===== src/rtl/cbc_encipher_stream.sv =====
`default_nettype none
// ============================================================================
//  Module   : cbc_encipher_stream (with helper present_cipher)
//  Purpose  : Streams one frame of NBLK 16-bit plaintext blocks through a
//             16-bit PRESENT-style block cipher in CBC mode. The output is
//             registered and has valid/ready flow control.
//  Ports    : clk, rst_n (synchronous, active-low)
//             start, init_vec[15:0], key[19:0]  - frame start; IV and key
//                                                 are latched on acceptance
//             pt_valid/pt_ready, pt_data[15:0] - plaintext input stream
//             ct_valid/ct_ready, ct_data[15:0], ct_last - ciphertext stream
//             busy - not idle; done - one-cycle pulse after the last block
//  Revision : 1.0 - initial release
// ============================================================================

// ----------------------------------------------------------------------------
//  present_cipher: purely combinational, unrolled 6-round SPN.
//  Each round XORs in the round key, applies the PRESENT 4-bit S-box to every
//  nibble, and then moves bit i to bit (4*i mod 15), with bit 15 fixed.
//  The round key is k[19:4] ^ k[3:0], so every key bit contributes.
//  Key schedule: rotate left by 7, S-box the top nibble, then XOR the round
//  number into k[8:4]. A final key add follows the last round.
// ----------------------------------------------------------------------------
module present_cipher (
    input  logic [15:0] blk_in,
    input  logic [19:0] key,
    output logic [15:0] blk_out
);
    localparam int c_ROUNDS = 6;

    function automatic logic [3:0] sbox(input logic [3:0] x);
        logic [3:0] y;
        case (x)
            4'h0: y = 4'hC;  4'h1: y = 4'h5;  4'h2: y = 4'h6;  4'h3: y = 4'hB;
            4'h4: y = 4'h9;  4'h5: y = 4'h0;  4'h6: y = 4'hA;  4'h7: y = 4'hD;
            4'h8: y = 4'h3;  4'h9: y = 4'hE;  4'hA: y = 4'hF;  4'hB: y = 4'h8;
            4'hC: y = 4'h4;  4'hD: y = 4'h7;  4'hE: y = 4'h1;  default: y = 4'h2;
        endcase
        return y;
    endfunction

    function automatic logic [15:0] sub_perm(input logic [15:0] s);
        logic [15:0] t;
        logic [15:0] o;
        for (int n = 0; n < 4; n++) begin
            t[n*4 +: 4] = sbox(s[n*4 +: 4]);
        end
        o = '0;
        for (int i = 0; i < 16; i++) begin
            o[(i == 15) ? 15 : ((i * 4) % 15)] = t[i];
        end
        return o;
    endfunction

    function automatic logic [15:0] round_key(input logic [19:0] k);
        return k[19:4] ^ {12'h000, k[3:0]};
    endfunction

    function automatic logic [19:0] key_next(input logic [19:0] k, input logic [4:0] rc);
        logic [19:0] t;
        t         = {k[12:0], k[19:13]};
        t[19:16]  = sbox(t[19:16]);
        t[8:4]    = t[8:4] ^ rc;
        return t;
    endfunction

    logic [15:0] w_state [0:c_ROUNDS];
    logic [19:0] w_rkey  [0:c_ROUNDS];

    assign w_state[0] = blk_in;
    assign w_rkey[0]  = key;

    for (genvar r = 0; r < c_ROUNDS; r++) begin : g_round
        assign w_state[r+1] = sub_perm(w_state[r] ^ round_key(w_rkey[r]));
        assign w_rkey[r+1]  = key_next(w_rkey[r], 5'(r + 1));
    end

    assign blk_out = w_state[c_ROUNDS] ^ round_key(w_rkey[c_ROUNDS]);
endmodule

module cbc_encipher_stream #(
    parameter int NBLK = 8
) (
    input  logic        clk,
    input  logic        rst_n,
    input  logic        start,
    input  logic [15:0] init_vec,
    input  logic [19:0] key,
    input  logic        pt_valid,
    output logic        pt_ready,
    input  logic [15:0] pt_data,
    output logic        ct_valid,
    input  logic        ct_ready,
    output logic [15:0] ct_data,
    output logic        ct_last,
    output logic        busy,
    output logic        done
);
    localparam int c_CW = $clog2(NBLK);

    typedef enum logic [1:0] {
        S_IDLE  = 2'd0,
        S_RUN   = 2'd1,
        S_DRAIN = 2'd2
    } state_t;

    state_t            r_state;
    state_t            w_state_nxt;
    logic [15:0]       r_chain;
    logic [19:0]       r_key;
    logic [c_CW-1:0]   r_blk_cnt;
    logic [15:0]       w_cipher_out;
    logic              w_pt_fire;
    logic              w_ct_fire;
    logic              w_last_blk;

    // The output register holds only one block, so input is accepted only
    // when that register is empty or is being emptied in the same cycle.
    // rst_n gates the ready signal so no handshake can appear during reset.
    assign pt_ready   = rst_n && (r_state == S_RUN) && (!ct_valid || ct_ready);
    assign w_pt_fire  = pt_valid && pt_ready;
    assign w_ct_fire  = ct_valid && ct_ready;
    assign w_last_blk = (r_blk_cnt == c_CW'(NBLK - 1));
    assign busy       = (r_state != S_IDLE);

    present_cipher u_cipher (
        .blk_in  (r_chain ^ pt_data),
        .key     (r_key),
        .blk_out (w_cipher_out)
    );

    always_comb begin
        w_state_nxt = r_state;
        case (r_state)
            S_IDLE:  if (start) w_state_nxt = S_RUN;
            S_RUN:   if (w_pt_fire && w_last_blk) w_state_nxt = S_DRAIN;
            S_DRAIN: if (w_ct_fire && ct_last) w_state_nxt = S_IDLE;
            default: w_state_nxt = S_IDLE;
        endcase
    end

    always_ff @(posedge clk) begin
        if (!rst_n) begin
            r_state   <= S_IDLE;
            r_chain   <= '0;
            r_key     <= '0;
            r_blk_cnt <= '0;
            ct_valid  <= 1'b0;
            ct_data   <= '0;
            ct_last   <= 1'b0;
            done      <= 1'b0;
        end else begin
            r_state <= w_state_nxt;
            done    <= (r_state == S_DRAIN) && w_ct_fire && ct_last;

            if ((r_state == S_IDLE) && start) begin
                r_chain   <= init_vec;
                r_key     <= key;
                r_blk_cnt <= '0;
            end

            // A new block takes priority: it refills the output register in
            // the same cycle that the previous block drains.
            if (w_pt_fire) begin
                ct_data  <= w_cipher_out;
                r_chain  <= w_cipher_out;
                ct_valid <= 1'b1;
                ct_last  <= w_last_blk;
                // Holding the counter on the final block keeps it from
                // wrapping when NBLK is a power of two.
                if (!w_last_blk) begin
                    r_blk_cnt <= r_blk_cnt + 1'b1;
                end
            end else if (w_ct_fire) begin
                ct_valid <= 1'b0;
                ct_last  <= 1'b0;
            end
        end
    end
endmodule
`default_nettype wire


===== config.mk =====
export PLATFORM = sky130hd
export DESIGN_NAME = cbc_encipher_stream
export DESIGN_NICKNAME = d
export VERILOG_FILES = /design/src/rtl/cbc_encipher_stream.sv
export SDC_FILE = /design/constraint.sdc
export NUM_CORES = 1
export LEC_CHECK = 0
export ABC_AREA = 0
export CORE_ASPECT_RATIO = 0.9
export CORE_MARGIN = 4
export CORE_UTILIZATION = 56
export DETAILED_ROUTE_END_ITERATION = 10
export HOLD_SLACK_MARGIN = 0.03
export PLACE_DENSITY = 0.86
export SLEW_MARGIN = 5
export SYNTH_ARGS = -nofsm -noshare
export SYNTH_HDL_FRONTEND = slang
export SYNTH_HIERARCHICAL = 1
export SYNTH_SLANG_ARGS = --single-unit
export TNS_END_PERCENT = 50

===== constraint.sdc =====
create_clock -name clk -period 9.2 [get_ports clk]
set_input_delay 1.38 -clock clk [delete_from_list [all_inputs] [get_ports clk]]
set_output_delay 1.38 -clock clk [all_outputs]
set_load 0.1 [all_outputs]

==> results of run 1 <==
sequential cells by signal, summed over array words and instances, names as in the netlist:
name	cells
r_state	2
ct_data	16
r_chain	16
r_blk_cnt	3
done	1
ct_last	1
ct_valid	1
r_key	20
metal layers:
layer	GRT usage, %	wire length [µm]	vias up
met1	41.64	15130	5660
met4	15.57	2153	0
met5	0	0	-
met2	52.57	17580	747
met3	6.628	4053	165
li1	-	-	5292
placed cells by master, fill, tap and decap left out, types with 22 or more instances in the layout:
| cell | Yosys | routed |
|---|---|---|
| o21ai_0 | 34 | 30 |
| a31oi_1 | 27 | 26 |
| nor3_1 | 35 | 34 |
| nand3_1 | 27 | 27 |
| buf_4 | 6 | 173 |
| clkdlybuf4s50_1 | 0 | 74 |
| nand4_1 | 27 | 27 |
| dfxtp_1 | 60 | 60 |
| nand2_1 | 77 | 76 |
| ha_1 | 149 | 148 |
| inv_1 | 117 | 116 |
| o211ai_1 | 22 | 22 |
| a21oi_1 | 52 | 50 |
| mux2i_1 | 90 | 84 |
| xnor2_1 | 83 | 73 |
| xor2_1 | 39 | 29 |
| nor2_1 | 76 | 75 |
| mux4_2 | 23 | 23 |
worst max-delay path: cells and delay by family:
kind / cells / cell delay [ps]
fa+ha+maj: 3 / 570
simple gates: 7 / 1740
xor+xnor: 5 / 1040
compound gates: 7 / 1750
buf+inv: 11 / 1990
mux: 3 / 960
per-stage QoR:
stage / util, % / hold WS [ps] / cell area, µm² / instances / setup TNS (ps)
CTS: 69.54 / 479.9 / 13490 / 1775 / 0
global placement: 67.80 / 464.9 / 13150 / 1758 / -330.7
floorplan: - / 444.1 / 11190 / 1331 / 0
detailed placement: 67.80 / 465.5 / 13150 / 1758 / -5715
finish: 71.68 / 480.5 / 13900 / 1791 / 0
global route: 71.68 / 487.5 / 13900 / 1791 / -603.3
path summary, 6_finish.rpt:
kind	end	startpoint	slack (ps)
max	ct_data[4]	pt_data[8]	30
min	r_blk_cnt[0]	r_blk_cnt[0]	480
max reg2reg	ct_data[4]	r_key[5]	780
min reg2reg	r_blk_cnt[0]	r_blk_cnt[0]	480
cell type report:
cell class / instances / area share (%)
flip-flops and latches: 60 / 8.639
clock buffers: 10 / 1.647
multi-input cells: 1087 / 68.66
repair buffers: 250 / 14.94
clock inverters: 5 / 0.3869
inverters: 129 / 3.482
well taps: 250 / 2.250
logic make-up (layout without fill, tap and decap cells):
logic type | Yosys count | count (layout)
and+or+nand+nor | 338 | 338
AOI/OAI and AO/OA | 328 | 328
buffers and inverters | 184 | 394
adders and majority gates | 149 | 149
xor gates and xnor gates | 147 | 147
muxes | 125 | 125
DFF | 60 | 60
timing repair:
item                                    CTS  global route
pin swaps                                 6            21
endpoints found under the setup margin    4            32
buffers inserted                          2            16
gates resized for setup                   9            52
==> impl_metrics.json, run 1 <==
{
  "status": "complete, no violations",
  "globalplace.congestion": 0.9891,
  "synth_top_family_by_area": "compound AO/OA/AOI/OAI gates",
  "coreArea_um2": 19400,
  "diodes": 0,
  "timing.final.crit_share_pct": 99.67,
  "drv_slew": 0,
  "skew_ps": 7.852,
  "clockRootBuffer": "clkbuf_16",
  "yosys_warnings": 6,
  "synth.most_common_cell": "ha_1",
  "fmax_mhz": 109.1,
  "drive_gt1_share_pct": 22.06,
  "grt_use_total_pct": 32.52,
  "avgSynthCellArea_um2": 8.410,
  "cp_max_fo": 6,
  "ant_nets": 0,
  "drt_wl_total_um": 38930,
  "path_clk_slew_ps": 60,
  "synth_area_leader_cell": "ha_1",
  "syn_area_um2": 11190,
  "numCtsBuffers": 9,
  "antenna_found_initial": 0,
  "worstSetupPathType": "input pin to register",
  "multi_input_area_um2": 9547,
  "place_ws_ps": -376.7,
  "syn_nets": 1537,
  "hold_class": "register to register",
  "drtIter0Drc": 1400,
  "synthArstFlopShare_pct": 0,
  "yosys.area_share.adder_pct": 16.66,
  "cp_data_required_time_ps": 9450,
  "clock_latency_ps": 330,
  "yosysUniqueCellTypes": 109,
  "dieArea_um2": 22320,
  "syn_inst": 1331,
  "setup_viol_count_final": 0,
  "synth_mux_area_share_pct": 13.88,
  "startpoint_type": "input pin",
  "cts_htree_levels": 3,
  "row_count": 48,
  "drc": 0,
  "grt_overflow": 0,
  "die_x_um": 157.0,
  "dpl.hpwl_um": 28200,
  "vias": 11860,
  "cap_violations": 0,
  "crit_arrival_ps": 9420,
  "worst_pin_slew_ps": 1306,
  "hold_viol_final": 0,
  "wire_per_inst_um": 21.73,
  "clock_path_buffers": 2,
  "netlist.area_leader.share_pct": 16.66,
  "critPathSlowestCell": "mux4_2",
  "fin_crit_ps": 9169,
  "initial_utilization_pct": 57.70,
  "yosys.area_share.simple_pct": 15.67,
  "fin_ws_ps": 30.75,
  "synth_area_leaders": "ha_1, dfxtp_1, mux2i_1",
  "slowest_delay_ps": 550,
  "port_buffers": 77,
  "worst_slew_margin_rel_pct": 12.93,
  "cts.sinks": 60,
  "netlist_top_cells_count": "ha_1, inv_1, mux2i_1",
  "boundaryPins": 78,
  "nets": 1743,
  "rsz0062_at_grt": "true",
  "cpMostUsedCell": "buf_4",
  "area_growth_pct": 24.22,
  "hold_path_depth": 1,
  "synth-edff-count": 0,
  "drtPass1Iterations": 6,
  "fillCellCount": 1343,
  "avgViaCountPerCell": 6.624,
  "ctsHoldBuffers": 0,
  "grt_pass1_vias": 11350,
  "synth_compound_area_share_pct": 22.05,
  "die_height_um": 142.1,
  "seqCellArea_um2": 1201,
  "cp-end-kind": "register",
  "synth.ff_latch_count": 60,
  "grt_start_max_net_pins": 57,
  "synth-xor-area-share_pct": 14.06,
  "r2r_cells": 34,
  "cts_tree": "yes",
  "synth_ff_type": "dfxtp_1",
  "ys_seq_area_share_pct": 10.73,
  "grt_pass1_wl_um": 58550
}
Power of run 1 is not shown: default switching activity piles up to over one toggle a cycle in this logic, so the estimate is an artifact.
==> inputs of run 2 (changes only) <==
--- a/config.mk
+++ b/config.mk
@@ -12,6 +12,7 @@
 export DETAILED_ROUTE_END_ITERATION = 10
 export HOLD_SLACK_MARGIN = 0.03
 export PLACE_DENSITY = 0.86
+export REMOVE_ABC_BUFFERS = 1
 export SLEW_MARGIN = 5
 export SYNTH_ARGS = -nofsm -noshare
 export SYNTH_HDL_FRONTEND = slang
==> run 2 against run 1 <==
The run now ends with negative setup slack left. Worst hold slack improved by 2.5 ps. Flip-flop and latch count unchanged. Routed wire length up 6.3%. First-iteration DRC count rose by 0.29%. Worst setup slack got worse by 58 ps. Count of clock-buffer cells in the layout increased by 1. Utilization is 2.5 points higher. Clock skew shrank 1.4 ps. Critical path depth rose by 1. Critical endpoint is now r_chain[3]. Highest routed layer unchanged.
==> impl_metrics.json, run 2 (synthesis results as in run 1) <==
{
  "nets": 1785,
  "status": "finished, violations left",
  "port_buffers": 77,
  "clock_path_buffers": 2,
  "fmax_mhz": 108.4,
  "timing.rr.start": "r_key[5]",
  "row_count": 48,
  "grt_pass1_vias": 11580,
  "final_common_cell": "buf_4",
  "worstSetupPathType": "input pin to register",
  "avgViaCountPerCell": 6.739,
  "skew_ps": 6.496,
  "antenna_found_initial": 0,
  "placedCellCount": 1799,
  "r2r_end": "r_chain[3]",
  "grt_use_total_pct": 33.66,
  "regToRegSetupSlack_ps": 800,
  "grt_overflow": 0,
  "violations": "negative setup slack",
  "largest_reg_flops": 20,
  "globalplace.congestion": 1.004,
  "grt_pass1_wl_um": 60410,
  "initial_utilization_pct": 57.70,
  "numCtsBuffers": 9,
  "crit_arrival_ps": 9390,
  "cpMostUsedCell": "buf_4",
  "timing.hold.ws_ps": 483.0,
  "die_x_um": 157.0,
  "slowest_delay_ps": 570,
  "startpoint_type": "input pin",
  "fin_ws_ps": -27.46,
  "hp-start": "r_blk_cnt[0]",
  "area_growth_pct": 28.52,
  "timing.final.crit_share_pct": 100.3,
  "diodes": 0,
  "grt_start_max_net_pins": 57,
  "r2r_cells": 36,
  "cp-end-kind": "register",
  "fillCellCount": 1267,
  "fin_crit_ps": 9227,
  "worst_pin_slew_ps": 1034,
  "hold_viol_final": 0,
  "hold_end": "r_blk_cnt[0]",
  "dieArea_um2": 22320,
  "top_register": "r_key",
  "drive_gt1_share_pct": 25.32,
  "worst_slew_margin_rel_pct": 30.84,
  "coreArea_um2": 19400,
  "dpl.hpwl_um": 28540,
  "vias": 12360,
  "drc": 0,
  "cp_data_required_time_ps": 9360,
  "drv_slew": 0,
  "hold_path_depth": 1,
  "wire_per_inst_um": 22.55,
  "critPathSlowestCell": "clkdlybuf4s50_1",
  "cts_tree": "yes",
  "cts.sinks": 60,
  "clockRootBuffer": "clkbuf_16",
  "cp_max_fo": 8,
  "boundaryPins": 78,
  "ant_nets": 0,
  "setup_viol_count_final": 1,
  "clock_latency_ps": 340,
  "fin_cells": 1834,
  "layout_common_cells": "buf_4, ha_1, inv_1",
  "path_clk_slew_ps": 60,
  "drtPass1Iterations": 6,
  "die_height_um": 142.1,
  "cap_violations": 0,
  "place_ws_ps": -141.2,
  "drtIter0Drc": 1404,
  "cts_htree_levels": 3,
  "hold_class": "register to register",
  "largestRegisters": "r_key (20), ct_data (16), r_chain (16)",
  "drt_wl_total_um": 41360,
  "final_core_util_pct": 74.16
}
run 2: critical path, delay by kind of cell:
family | cells | cell delay (ps)
AO/OA/AOI/OAI | 6 | 1360
XOR/XNOR | 6 | 1270
adder cells (fa/ha/maj) | 4 | 1030
buffers and inverters | 8 | 1560
multiplexers | 4 | 860
AND/OR/NAND/NOR | 9 | 1900
run 2: layout make-up:
class / count / area [µm²] / share of cell area [%]
clock buffer: 11 / 252.7 / 1.757
timing repair buffer: 292 / 2415 / 16.79
inverter: 129 / 484.2 / 3.366
multi-input combinational: 1087 / 9659 / 67.15
tap: 250 / 312.8 / 2.174
sequential: 60 / 1201 / 8.350
clock inverter: 5 / 60.06 / 0.4175
run 2: worst max-delay path by stage:
| stage | start | slack (ps) | to |
|---|---|---|---|
| 3_5_place_dp | pt_data[0] | -140 | r_chain[3] |
| 6_report | pt_data[12] | -30 | r_chain[3] |
| 5_1_grt | pt_data[12] | -320 | r_chain[3] |
| 2_1_floorplan | pt_data[4] | 520 | r_chain[3] |
| 3_3_place_gp | pt_data[0] | 20 | r_chain[3] |
| 4_1_cts | pt_data[4] | 30 | r_chain[3] |
run 2: through the flow:
step           cell area, µm²  TNS [ps]
3_3_place_gp            13460         0
6_report                14390    -27.46
5_1_grt                 14390     -2065
2_1_floorplan           10900         0
3_5_place_dp            13460    -866.3
4_1_cts                 13810         0
run 2: layer usage:
layer	GRT usage, %	up-vias	wire length (µm)
met5	0	-	0
met3	6.142	247	4314
met2	55.33	930	18560
li1	-	5370	-
met1	42.39	5813	15590
met4	17.02	0	2906
run 2: timing repair:
| item | CTS | global route |
|---|---|---|
| resized for setup | 4 | 80 |
| setup endpoints to repair | 1 | 32 |
| pin swaps | 9 | 38 |
| hold buffers | 0 | 0 |
| buffers inserted | 2 | 17 |
Power of run 2 is left out for the same reason.
